## src/rtl/axi_lite_arbiter.sv

```systemverilog
// 2:1 AXI4-lite arbiter: IFU (read-only) and LSU (read/write) share one slave port.
// Optional ARB_RR_EN: round-robin read arbitration (LSU write keeps absolute priority).
module axi_lite_arbiter #(
  parameter int unsigned ADDR_W = 32,
  parameter int unsigned DATA_W = 32
) (
  input  logic                  clk,
  input  logic                  rst,
  // IFU read
  input  logic [ADDR_W-1:0]     ifu_araddr,
  input  logic                  ifu_arvalid,
  input  logic [2:0]            ifu_arsize,
  output logic                  ifu_arready,
  output logic [DATA_W-1:0]     ifu_rdata,
  output logic [1:0]            ifu_rresp,
  output logic                  ifu_rvalid,
  input  logic                  ifu_rready,
  // LSU read
  input  logic [ADDR_W-1:0]     lsu_araddr,
  input  logic                  lsu_arvalid,
  input  logic [2:0]            lsu_arsize,
  output logic                  lsu_arready,
  output logic [DATA_W-1:0]     lsu_rdata,
  output logic [1:0]            lsu_rresp,
  output logic                  lsu_rvalid,
  input  logic                  lsu_rready,
  // LSU write
  input  logic [ADDR_W-1:0]     lsu_awaddr,
  input  logic                  lsu_awvalid,
  output logic                  lsu_awready,
  input  logic [DATA_W-1:0]     lsu_wdata,
  input  logic [DATA_W/8-1:0]   lsu_wstrb,
  input  logic                  lsu_wvalid,
  output logic                  lsu_wready,
  output logic [1:0]            lsu_bresp,
  output logic                  lsu_bvalid,
  input  logic                  lsu_bready,
  // Shared slave port
  output logic [ADDR_W-1:0]     m_araddr,
  output logic                  m_arvalid,
  output logic [2:0]            m_arsize,
  input  logic                  m_arready,
  input  logic [DATA_W-1:0]     m_rdata,
  input  logic [1:0]            m_rresp,
  input  logic                  m_rvalid,
  output logic                  m_rready,
  output logic [ADDR_W-1:0]     m_awaddr,
  output logic                  m_awvalid,
  input  logic                  m_awready,
  output logic [DATA_W-1:0]     m_wdata,
  output logic [DATA_W/8-1:0]   m_wstrb,
  output logic                  m_wvalid,
  input  logic                  m_wready,
  input  logic [1:0]            m_bresp,
  input  logic                  m_bvalid,
  output logic                  m_bready,
  output logic [1:0]            grant
);

  // Encodings double as the grant output value.
  typedef enum logic [1:0] {
    StIdle = 2'b00,
    StIfuR = 2'b01,
    StLsuR = 2'b10,
    StLsuW = 2'b11
  } state_e;

  state_e state_q, state_d;
  logic   rd_tie_ifu;

`ifdef ARB_RR_EN
  // 0: IFU granted last, 1: LSU granted last.
  logic last_rd_grant_q;

  always_ff @(posedge clk or posedge rst) begin
    if (rst) begin
      last_rd_grant_q <= 1'b0;
    end else if (state_q == StIdle && state_d == StIfuR) begin
      last_rd_grant_q <= 1'b0;
    end else if (state_q == StIdle && state_d == StLsuR) begin
      last_rd_grant_q <= 1'b1;
    end
  end

  assign rd_tie_ifu = last_rd_grant_q;
`else
  assign rd_tie_ifu = 1'b0;
`endif

  always_ff @(posedge clk or posedge rst) begin
    if (rst) begin
      state_q <= StIdle;
    end else begin
      state_q <= state_d;
    end
  end

  always_comb begin
    state_d = state_q;
    case (state_q)
      StIdle: begin
        if (lsu_awvalid || lsu_wvalid) begin
          state_d = StLsuW;
        end else if (lsu_arvalid && ifu_arvalid) begin
          state_d = rd_tie_ifu ? StIfuR : StLsuR;
        end else if (lsu_arvalid) begin
          state_d = StLsuR;
        end else if (ifu_arvalid) begin
          state_d = StIfuR;
        end
      end
      StIfuR, StLsuR: if (m_rvalid && m_rready) state_d = StIdle;
      StLsuW:         if (m_bvalid && m_bready) state_d = StIdle;
      default:        state_d = StIdle;
    endcase
  end

  assign grant = state_q;

  always_comb begin
    ifu_arready = 1'b0;
    ifu_rdata   = '0;
    ifu_rresp   = '0;
    ifu_rvalid  = 1'b0;
    lsu_arready = 1'b0;
    lsu_rdata   = '0;
    lsu_rresp   = '0;
    lsu_rvalid  = 1'b0;
    lsu_awready = 1'b0;
    lsu_wready  = 1'b0;
    lsu_bresp   = '0;
    lsu_bvalid  = 1'b0;
    m_araddr    = '0;
    m_arvalid   = 1'b0;
    m_arsize    = '0;
    m_rready    = 1'b0;
    m_awaddr    = '0;
    m_awvalid   = 1'b0;
    m_wdata     = '0;
    m_wstrb     = '0;
    m_wvalid    = 1'b0;
    m_bready    = 1'b0;
    case (state_q)
      StIfuR: begin
        m_araddr    = ifu_araddr;
        m_arvalid   = ifu_arvalid;
        m_arsize    = ifu_arsize;
        ifu_arready = m_arready;
        ifu_rdata   = m_rdata;
        ifu_rresp   = m_rresp;
        ifu_rvalid  = m_rvalid;
        m_rready    = ifu_rready;
      end
      StLsuR: begin
        m_araddr    = lsu_araddr;
        m_arvalid   = lsu_arvalid;
        m_arsize    = lsu_arsize;
        lsu_arready = m_arready;
        lsu_rdata   = m_rdata;
        lsu_rresp   = m_rresp;
        lsu_rvalid  = m_rvalid;
        m_rready    = lsu_rready;
      end
      StLsuW: begin
        m_awaddr    = lsu_awaddr;
        m_awvalid   = lsu_awvalid;
        lsu_awready = m_awready;
        m_wdata     = lsu_wdata;
        m_wstrb     = lsu_wstrb;
        m_wvalid    = lsu_wvalid;
        lsu_wready  = m_wready;
        lsu_bresp   = m_bresp;
        lsu_bvalid  = m_bvalid;
        m_bready    = lsu_bready;
      end
      default: ;
    endcase
  end

endmodule

```

## config.mk

```make
export PLATFORM = sky130hd
export DESIGN_NAME = axi_lite_arbiter
export DESIGN_NICKNAME = d
export VERILOG_FILES = /design/src/rtl/axi_lite_arbiter.sv
export SDC_FILE = /design/constraint.sdc
export NUM_CORES = 1
export LEC_CHECK = 0
export ABC_AREA = 1
export CAP_MARGIN = 20
export CORE_AREA = 8 8 139 141
export DETAILED_ROUTE_END_ITERATION = 10
export DIE_AREA = 0 0 147 149
export GPL_ROUTABILITY_DRIVEN = 0
export SYNTH_ARGS = -nofsm -noshare
export SYNTH_HDL_FRONTEND = slang
export SYNTH_SLANG_ARGS = --single-unit
```

## constraint.sdc

```tcl
create_clock -name clk -period 1.7 [get_ports clk]
set_clock_uncertainty 0.15 [all_clocks]
set_input_delay 0.255 -clock clk [delete_from_list [all_inputs] [get_ports clk]]
set_output_delay 0.255 -clock clk [all_outputs]
set_load 0.02 [all_outputs]
```

== Yosys cells after proc, flatten, opt, wreduce, memory -nomap -nowiden ==
Cells that the tools add are included.
Cells by class
  equal/unequal tests: 6
  multiplexer cells: 29
  reductions and logical operators: 7
Operators by type and width (number)
  two-way mux 32 bit: 4
  case mux 32 bit (2 select lines): 1
  two-way mux 2 bit: 9
  two-way mux 1 bit: 10
  case mux 2 bit (3 select lines): 1
  case mux 3 bit (2 select lines): 1
  != test 5 bit, second input constant: 1
  == test 2 bit, second input constant: 2
  two-way mux 4 bit: 1
  != test 2 bit, second input constant: 2
  case mux 1 bit (2 select lines): 2
  logical AND 1 bit: 3
  AND reduction 3 bit: 1
  == test 2 x 1 -> 1 bit, second input constant: 1
  zero test 2 bit: 1
  OR reduction 2 bit: 1
  logical OR 1 bit: 1
Storage, ports and cells
  bits in registers: 2
  word-level logic and storage cells: 43

== Logic depth before layout (Yosys ltp) ==
  depth after elaboration: 5
  gate-level depth with buffers: 10
  depth with buffers taken out: 9

== Worst setup path before layout ==
Ideal clock, no wire load.
  path kind: register to output
  start: register state_q[0] (netlist: grant[0])
  end: output m_araddr[0]
  data arrival time: 1.521 ns
  slack: -0.226 ns
  cell stages (with the launch flop): 6
  buffers on the path: 1
  cells stage by stage: dfrtp_1 -> inv_1 -> ha_1 -> inv_2 -> buf_2 -> a21oi_1
Between the ends
  word-level cells in the longest chain between the ends: 2
  elaborated cells between the ends (all ways): 3
  those cells by class: eq/ne (2); mux (1)
Ends and longest elaborated chain
  start, declared: line 68  | state_e state_q, state_d;
  start signal, assigned: line 92  | state_q <= StIdle;
  start signal, assigned: line 94  | state_q <= state_d;
  == test 2 bit or == test 2 x 1 -> 1 bit (tied branches): line 143  | case (state_q)
  case mux 32 bit (2 select lines) (*): line 143
  end, declared: line 39  | output logic [ADDR_W-1:0] m_araddr,
Mark *: on every way between the ends. The rest lies on a longest branch, timed or not.

== Final worst setup path ==
  start: register state_q[0] (netlist: grant[0])
  end: output m_awaddr[11]
Between the ends
  word-level cells in the longest chain between the ends: 2
Ends and longest elaborated chain
  == test 2 bit: line 143
  two-way mux 32 bit: line 143
  end, declared: line 47  | output logic [ADDR_W-1:0] m_awaddr,
Every way passes these cells.

==> summary.md <==
| Metric | Value |
|---|---|
| Biggest area consumer among synthesized cells | `nand2_1` |
| Final Total Pwr | `0.0105 W` |
| Area Overhead vs Synth | `277%` |
| CTS tree | `built` |
| Die Area | `21900 sq um` |
| Die width | `147 um` |
| CTS clk-pin slew, worst paths | `0.03 ns` |
| VDD IR-drop max | `988 uV` |
| Synth Area in Compound Gates | `9.84%` |
| Fin crit share | `116%` |
| CP startpoint kind | `flip-flop` |
| Via count | `4191` |
| Post-Syn Instances | `470` |
| DR iter-0 viols | `121` |
| Number of remaining DRC errors | `0` |
| Root Driver | `clkbuf_16` |
| Htree depth | `1` |
| Pwr Density | `1400 nW/um^2` |
| Hold WC Path Type | `in2async` |
| Avg Cell Area, Syn | `4.22 sq um` |
| Max FO, Critical Path | `8` |
| Final hold viol count | `0` |
| Largest register FFs | `2` |
| Fin worst setup slack | `-0.266 ns` |
| Inst Count DP | `1071` |
| Clock Path Buffers | `2` |
| DPL Wire Length | `14100 um` |
| Share of power burned in the clock network | `3.4%` |
| Initial antenna violation count | `0` |
| Unique masters post-synth | `13` |
| Drt total wl | `17600 um` |
| Via density | `3.77` |
| Remaining antenna violation count | `0` |
| Commonest non-fill, non-tap cell in the layout | `clkdlybuf4s50_1` |
| Slew HR | `78.7%` |
| Share of layout cells above drive strength 1 | `45.9%` |
| Design area | `7480 sq um` |
| Finished Layout Cells | `1111` |
| DR WL/cell | `15.9 um` |
| Top-area cell type share of the netlist area | `43.5%` |
| Combinational share of power | `95.5%` |
| Multiplexer area fraction after synthesis | `0%` |
| Most frequent cells in the layout | `clkdlybuf4s50_1, nand2_1, inv_1` |
| Std cell rows | `48` |
| Synth Register Bits | `2` |
| Initial Util | `11.6%` |
| Pins Over Slew Limit | `0` |
| Vias in the first global route | `4101` |
| P_int | `0.00522 W` |
| Setup TNS Final | `-35.38 ns` |
| Ys Warns | `0` |
| Worst-margin pin slew | `0.319 ns` |
| IO Count | `375` |
| Simple-gate area share of the yosys netlist | `46.4%` |
| Gr ovfl total | `0` |
| CP arrival | `1.56 ns` |
| Hold-fix buffers, CTS | `0` |
| Pin count of the biggest net entering global routing | `34` |
| Drt pass-1 iters | `4` |
| Later-pin clock latency in the skew report | `0.22 ns` |
| Final Setup Violations | `185` |
| Status | `finished, violations left` |
| Critical path class | `reg2out` |
| Number of buffers created by CTS | `3` |
| Worst endpoint required time | `1.29 ns` |
| RSZ-0062 raised after global routing | `yes` |
| Fraction of the mapped netlist area in adder cells | `3.15%` |
| Peak Freq | `0.509 GHz` |
| First-pass GRT wire length | `24500 um` |
| Top cells by area, synth | `nand2_1, inv_1, a21oi_1` |
| MaxCap Viol Count | `0` |
| Switching share of power | `50.2%` |
| Failing checks | `setup timing` |
| Core Area | `17100 sq um` |
| Net count after synthesis | `663` |
| Sequential power share | `1.1%` |
| Synth Cell Area | `1980 sq um` |
| Sink Count | `2` |
| Post-synthesis sequential area ratio | `2.52%` |
| Nets | `1081` |
| CP endpoint kind | `output pin` |
| Synth Area in XOR/XNOR | `0%` |
| Fin crit period | `1.97 ns` |
| N_diodes | `0` |
| # port buffers | `374` |
| Final core utilization | `43.8%` |
| DP Area | `6690 sq um` |
| Largest family of logic cells by synthesized area | `simple AND/OR/NAND/NOR gates` |
| Total Routing Usage GR | `14.4%` |
| Static leakage | `4.30 nW` |
| P_sw | `0.00526 W` |
| Die Y | `149 um` |
cells in the mapped netlist:
cell type	number
nand3_2	1
buf_4	12
nand2_1	230
nand3_1	2
nand4_1	1
inv_2	1
a21oi_1	39
nand2_2	3
inv_1	155
nor2_1	3
buf_2	16
ha_1	5
dfrtp_1	2
cell families after synthesis:
group / Yosys count
AND/OR/NAND/NOR: 240
adder cells (fa/ha/maj): 5
AO/OA/AOI/OAI: 39
buffers and inverters: 184
flip-flops: 2
per-layer routing:
layer  wire, um  track usage [%]  part of all wire [%]
met1       7020             16.1                    40
met2       8790             25.5                    50
met3       1540             5.31                   8.8
met4        277             3.21                   1.6
met5          0                0                     0
worst max-delay path, stage by stage, from the launching register on:
cell	delay (ns)
dfrtp_2	0.44
buf_6	0.14
ha_4	0.21
buf_6	0.14
clkbuf_16	0.17
nand2_4	0.07
inv_2	0.03
buf_6	0.12
cell type report:
| cell class | count | area [sq um] |
|---|---|---|
| fillers | 1777 | 9580 |
| multi-input cells | 284 | 1930 |
| inverters | 156 | 603 |
| well taps | 225 | 282 |
| clock buffers | 3 | 75.1 |
| repair buffers | 441 | 4530 |
| flip-flops and latches | 2 | 52.6 |
power groups by stage:
stage	Combinational [W]	Sequential (W)	Clock [W]
after floorplan	0.00452	0.000134	0
after global placement	0.00839	0.0000969	0
after detailed placement	0.00838	0.0000978	0
after CTS	0.00900	0.000113	0.000363
after global routing	0.0106	0.000117	0.000372
final	0.0100	0.000114	0.000358
what timing repair did:
action                                 in CTS  in global routing
gates cloned                                5                  5
pin swaps                                   4                  9
endpoints found under the hold margin       0                  0
gates resized for setup                   817                284
setup endpoints to repair                 189                189
buffers inserted                            8                 20
per-stage QoR:
stage	hold slack (ns)	setup WS, ns
6_report	0.0726	-0.266
5_1_grt	0.0795	-0.312
4_1_cts	0.0762	-0.296
3_5_place_dp	0.303	-0.532
3_3_place_gp	0.334	-0.517
2_1_floorplan	-0.154	-0.0142
worst paths after layout:
kind | depth (start not counted) | start | slack, ns | end
hold / removal | 2 | rst | 0.07 | grant[1]$_DFFE_PP0P_
max in group asynchronous | 2 | rst | 1.17 | grant[0]$_DFFE_PP0P_
setup reg to reg | 8 | grant[0]$_DFFE_PP0P_ | 0.05 | grant[0]$_DFFE_PP0P_
setup / recovery | 7 | grant[0]$_DFFE_PP0P_ | -0.27 | m_awaddr[11]
min in group clk | 4 | grant[1]$_DFFE_PP0P_ | 0.61 | grant[1]$_DFFE_PP0P_
hold reg to reg | 4 | grant[1]$_DFFE_PP0P_ | 0.61 | grant[1]$_DFFE_PP0P_
Note: power is estimated with default switching activity, not from simulation.
